### src/rtl/mig_arbiter.sv
// mig_arbiter: two-requester front end for a MIG user interface.
//   A write requester streams 32-bit words into consecutive addresses; the address
//   restarts at START_ADDRESS after a word marked wr_frame_end. A read requester issues
//   single reads. One command is in flight at a time; ties are round-robin.
// Ports:
//   ui_clk, ui_clk_sync_rst        clock and synchronous active-high reset
//   init_calib_complete            MIG calibration done; grants blocked while low
//   wr_valid/wr_ready/wr_data/wr_frame_end   write requester handshake
//   rd_valid/rd_ready/rd_addr      read requester handshake
//   rd_data/rd_data_valid          read return, passed straight through from the MIG
//   frame_done                     one-cycle pulse when the last word of a frame completes
//   app_*                          MIG native user interface
module mig_arbiter #(
   parameter int unsigned ADDR_WIDTH = 28,
   parameter int unsigned DATA_WIDTH = 32,
   parameter logic [ADDR_WIDTH-1:0] START_ADDRESS = '0,
   parameter int unsigned ADDR_STEP = 32,
   parameter int unsigned MAX_RD_OUTSTANDING = 4
) (
   input  logic                    ui_clk,
   input  logic                    ui_clk_sync_rst,
   input  logic                    init_calib_complete,
   input  logic                    wr_valid,
   output logic                    wr_ready,
   input  logic [DATA_WIDTH-1:0]   wr_data,
   input  logic                    wr_frame_end,
   input  logic                    rd_valid,
   output logic                    rd_ready,
   input  logic [ADDR_WIDTH-1:0]   rd_addr,
   output logic [DATA_WIDTH-1:0]   rd_data,
   output logic                    rd_data_valid,
   output logic                    frame_done,
   output logic [ADDR_WIDTH-1:0]   app_addr,
   output logic [2:0]              app_cmd,
   output logic                    app_en,
   input  logic                    app_rdy,
   output logic [DATA_WIDTH-1:0]   app_wdf_data,
   output logic [DATA_WIDTH/8-1:0] app_wdf_mask,
   output logic                    app_wdf_wren,
   output logic                    app_wdf_end,
   input  logic                    app_wdf_rdy,
   input  logic [DATA_WIDTH-1:0]   app_rd_data,
   input  logic                    app_rd_data_valid
);

   localparam int unsigned CntW = $clog2(MAX_RD_OUTSTANDING) + 1;

   typedef enum logic [1:0] {StIdle, StWrIssue, StRdIssue} state_e;

   state_e                  state_q;
   logic [ADDR_WIDTH-1:0]   wr_addr_q;
   logic                    frame_end_q;
   logic                    last_rd_q;   // 1 = most recent grant went to the reader
   logic [CntW-1:0]         rd_out_q;

   logic can_grant, rd_ok, rd_cmd_acc, wr_cmd_done, wr_data_done;

   assign rd_data       = app_rd_data;
   assign rd_data_valid = app_rd_data_valid;
   assign app_wdf_mask  = '0;

   assign can_grant = (state_q == StIdle) && init_calib_complete && !ui_clk_sync_rst;
   assign rd_ok     = rd_valid && (rd_out_q < CntW'(MAX_RD_OUTSTANDING));
   // A blocked reader never stalls the writer; on a real tie the loser of last time wins.
   assign wr_ready  = can_grant && wr_valid && (!rd_ok || last_rd_q);
   assign rd_ready  = can_grant && rd_ok && (!wr_valid || !last_rd_q);

   assign rd_cmd_acc   = (state_q == StRdIssue) && app_en && app_rdy;
   // Each half of a write is finished once its enable is low or is being accepted now.
   assign wr_cmd_done  = !app_en || app_rdy;
   assign wr_data_done = !app_wdf_wren || app_wdf_rdy;

   always_ff @(posedge ui_clk) begin
      if (ui_clk_sync_rst) begin
         state_q      <= StIdle;
         wr_addr_q    <= START_ADDRESS;
         frame_end_q  <= 1'b0;
         last_rd_q    <= 1'b1;
         rd_out_q     <= '0;
         frame_done   <= 1'b0;
         app_addr     <= '0;
         app_cmd      <= 3'b000;
         app_en       <= 1'b0;
         app_wdf_data <= '0;
         app_wdf_wren <= 1'b0;
         app_wdf_end  <= 1'b0;
      end else begin
         frame_done <= 1'b0;

         if (rd_cmd_acc && !app_rd_data_valid) begin
            rd_out_q <= rd_out_q + 1'b1;
         end else if (app_rd_data_valid && !rd_cmd_acc && (rd_out_q != '0)) begin
            rd_out_q <= rd_out_q - 1'b1;
         end

         case (state_q)
            StIdle: begin
               if (wr_ready) begin
                  app_addr     <= wr_addr_q;
                  app_cmd      <= 3'b000;
                  app_wdf_data <= wr_data;
                  frame_end_q  <= wr_frame_end;
                  app_en       <= 1'b1;
                  app_wdf_wren <= 1'b1;
                  app_wdf_end  <= 1'b1;
                  last_rd_q    <= 1'b0;
                  state_q      <= StWrIssue;
               end else if (rd_ready) begin
                  app_addr  <= rd_addr;
                  app_cmd   <= 3'b001;
                  app_en    <= 1'b1;
                  last_rd_q <= 1'b1;
                  state_q   <= StRdIssue;
               end
            end
            StWrIssue: begin
               if (app_rdy) begin
                  app_en <= 1'b0;
               end
               if (app_wdf_rdy) begin
                  app_wdf_wren <= 1'b0;
                  app_wdf_end  <= 1'b0;
               end
               if (wr_cmd_done && wr_data_done) begin
                  state_q <= StIdle;
                  if (frame_end_q) begin
                     wr_addr_q  <= START_ADDRESS;
                     frame_done <= 1'b1;
                  end else begin
                     wr_addr_q <= wr_addr_q + ADDR_WIDTH'(ADDR_STEP);
                  end
               end
            end
            StRdIssue: begin
               if (app_rdy) begin
                  app_en  <= 1'b0;
                  state_q <= StIdle;
               end
            end
            default: state_q <= StIdle;
         endcase
      end
   end

endmodule

### config.mk
export PLATFORM = sky130hd
export DESIGN_NAME = mig_arbiter
export DESIGN_NICKNAME = d
export VERILOG_FILES = /design/src/rtl/mig_arbiter.sv
export SDC_FILE = /design/constraint.sdc
export NUM_CORES = 1
export LEC_CHECK = 0
export BUFFER_PORTS_ARGS = -buffer_cell sky130_fd_sc_hd__buf_2
export CAP_MARGIN = 20
export CORE_MARGIN = 2
export CORE_UTILIZATION = 52
export CTS_BUF_LIST = sky130_fd_sc_hd__clkbuf_8
export DETAILED_ROUTE_END_ITERATION = 8
export PLACE_DENSITY = 0.85
export SETUP_SLACK_MARGIN = 0.3
export SKIP_CTS_REPAIR_TIMING = 1
export SYNTH_ARGS = -nofsm -noshare
export SYNTH_HDL_FRONTEND = slang
export SYNTH_SLANG_ARGS = --single-unit
### constraint.sdc
create_clock -name ui_clk -period 4 [get_ports ui_clk]
set_input_delay 0.4 -clock ui_clk [delete_from_list [all_inputs] [get_ports ui_clk]]
set_output_delay 0.4 -clock ui_clk [all_outputs]
set_load 0.05 [all_outputs]
==> metrics.md <==
| Metric | Value |
|---|---|
| Period minus WS final | 2.93 ns |
| Pre-CTS setup slack | 1.46 ns |
| Synth-to-Final Area Change | 14.6% |
| Final hold vios | 0 |
| Number of synthesized flops with an enable pin | 0 |
| Starting Density | 53.1% |
| Num rows | 33 |
| CP Capture Type | output pin |
| Status | finished clean |
| DR vias/cell | 5.63 |
| # H-tree levels | 3 |
| FF+latch count, synth | 94 |
| Fin crit share | 73.3% |
| Register area share after synthesis | 43.8% |
| Yosys top cell by area | dfxtp_1 |
| # IOs | 207 |
| Final WS setup | 1.07 ns |
| Asr flop ratio synth | 0% |
| Router iterations before antenna repair | 5 |
| CP Cell Sequence | inv_1 > ha_1 > and3b_1 > nand3_1 > buf_4 > inv_1 > buf_2 |
| ANT cells | 0 |
| Fin nets | 726 |
| Clk Latency, worst-skew pair | 0.36 ns |
| WP data arrival | 2.53 ns |
| Post-synth top area share | 43.8% |
| Vias post-DR | 4099 |
| Post-DR wirelength/cell | 14.6 um |
| Max incr delay on CP | 0.54 ns |
| Crit Path Class | register to output pin |
| Synth area leaders | dfxtp_1 (44%), nand2_1 (11%), buf_4 (7.0%), a21oi_1 (6.1%), a311oi_1 (4.9%) |
| CTS max path bufs | 2 |
| Vias in the first global route | 3704 |
| Highest clock rate | 341 MHz |
| # fillers | 732 |
| Syn_area_per_cell | 8.02 um2 |
| Die Area | 9010 um2 |
| Initial drt markers | 225 |
| Cell Pwr Density | 397 nW/um2 |
| Worst path most repeated cell | inv_1 |
| CP max FO | 24 |
| Mapped Area | 4300 um2 |
| Die X | 94.9 um |
| Clk_skew | 0.0118 ns |
| Warnings, synthesis | 0 |
| Hold Path Class | primary input to register |
| Slew HR | 47.7% |
| Remaining antenna violation count after routing | 0 |
| Total Routing Usage GR | 23.2% |
| Tightest Pin Transition | 0.784 ns |
| Port buffer count | 136 |
| Largest net degree at the start of global routing | 83 |
| Cells after Synth | 536 |
| Count leader, synth | nand2_1 |
| P_leak | 2.08 nW |
| Final HPWL from detailed placement | 7520 um |
| Die H | 94.9 um |
| Clock-pin slew on the worst setup and hold paths | 0.09 ns |
| CP Launch Type | register |
| DRT Wirelength | 10600 um |
| Commonest cells in the netlist | nand2_1 (124), dfxtp_1 (94), a21oi_1 (52) |
| Root buf cell | clkbuf_8 |
| CTS tree | done |
| Initial antenna violation count | 0 |
| Unrepaired setup endpoints after global routing | false |
| CTS Buf Count | 9 |
| # setup viols final | 0 |
| Number of remaining DRC errors | 0 |
| Max Cap Viol | 0 |
| Slowest cell on crit path | inv_1 |
| Clk sinks | 94 |
| Core region area | 8090 um2 |
| Worst vdd rail ir drop | 0.000261 V |
| Overflow left after global routing | 0 |
| First-pass GRT wire length | 16600 um |
| Setup TNS | 0 ns |
| Critical Path RT | 3.60 ns |
| Share of cells above drive strength 1 | 25.7% |
| Post-synthesis cell type count | 47 |
| RePlAce Congestion | 0.849 |
| Max-slew violations | 0 |
| Ys flop type | dfxtp_1 |
==> layer usage <==
layer | global-route usage [%] | part of all wire (%) | vias to the layer above
li1 | - | - | 1981
met1 | 27.4 | 40 | 1937
met2 | 39.2 | 50 | 154
met3 | 6.70 | 7.8 | 27
met4 | 9.90 | 1.9 | 0
met5 | 0 | 0 | -
==> per-stage QoR <==
step                      hold slack, ns  util, %  area (um2)  total power [W]  instances
after global placement             0.440     58.5        4730          0.00135        713
after global routing               0.265     60.8        4920          0.00203        728
final                              0.277     60.8        4920          0.00196        728
after detailed placement           0.446     58.5        4730          0.00136        713
after floorplan                    0.443        -        4320          0.00135        541
after CTS                          0.265     60.8        4920          0.00197        728
==> worst max-delay path, delay by kind of cell (launching register included) <==
| family | cells | cell delay [ns] |
|---|---|---|
| buf+inv | 4 | 1.26 |
| flops | 1 | 0.34 |
| simple gates | 2 | 0.33 |
| fa+ha+maj | 1 | 0.24 |
==> cell families (layout without fill, tap and decap cells) <==
logic type	after synthesis	count (layout)	synth area share, %
AO/OA/AOI/OAI	118	118	17.8
XOR/XNOR	6	6	1.22
adder cells (fa/ha/maj)	6	6	1.92
buffers and inverters	84	166	11.0
flip-flops	94	94	43.8
multiplexers	2	2	0.466
other	1	6	0.0873
AND/OR/NAND/NOR	225	225	23.7
==> power breakdown <==
part           switching (W)  internal [W]  total [W]
Sequential         0.0000288      0.000974    0.00100
Clock               0.000318      0.000299   0.000616
Combinational       0.000241     0.0000953   0.000337
Total               0.000588       0.00137    0.00196
==> cell type report <==
cell class                 instances  area, um2  share of cell area (%)
inverter                          10       37.5                   0.762
multi-input combinational        363       1970                    39.9
sequential                        94       1880                    38.2
clock buffer                      10        138                    2.80
tap                              105        131                    2.67
clock inverter                     5       51.3                    1.04
timing repair buffer             141        718                    14.6
==> layout by cell type, fill, tap and decap left out, drive strengths merged, types with 3 or more instances in the layout <==
| cell | instances |
|---|---|
| buf | 141 |
| nand2 | 124 |
| dfxtp | 94 |
| a21oi | 52 |
| nor2 | 39 |
| a311oi | 24 |
| nand3 | 13 |
| or4 | 12 |
| o31ai | 12 |
| o21ai | 12 |
| inv | 10 |
| clkbuf | 10 |
| nand4 | 9 |
| nand2b | 6 |
| or3 | 6 |
| conb | 6 |
| a22oi | 5 |
| ha | 5 |
| a31oi | 4 |
| xnor2 | 3 |
| xor2 | 3 |
| nor2b | 3 |
| clkinv | 3 |
==> path summary, 6_finish.rpt <==
path	from	to	slack [ns]	cells after the start
hold / removal	wr_data[28]	app_wdf_data[28]	0.28	3
hold reg to reg	app_wdf_data[14]	app_wdf_data[14]	0.46	2
setup / recovery	state_q[0]	rd_ready	1.07	7
setup reg to reg	state_q[0]	state_q[1]	1.45	9
==> registers in the layout (all words and copies together), names as in the netlist <==
name          flops
app_addr         28
app_cmd           1
app_en            1
app_wdf_data     32
app_wdf_end       1
frame_done        1
frame_end_q       1
last_rd_q         1
rd_out_q          3
state_q           2
wr_addr_q        23
No activity file was read; power rests on OpenSTA's default activity.
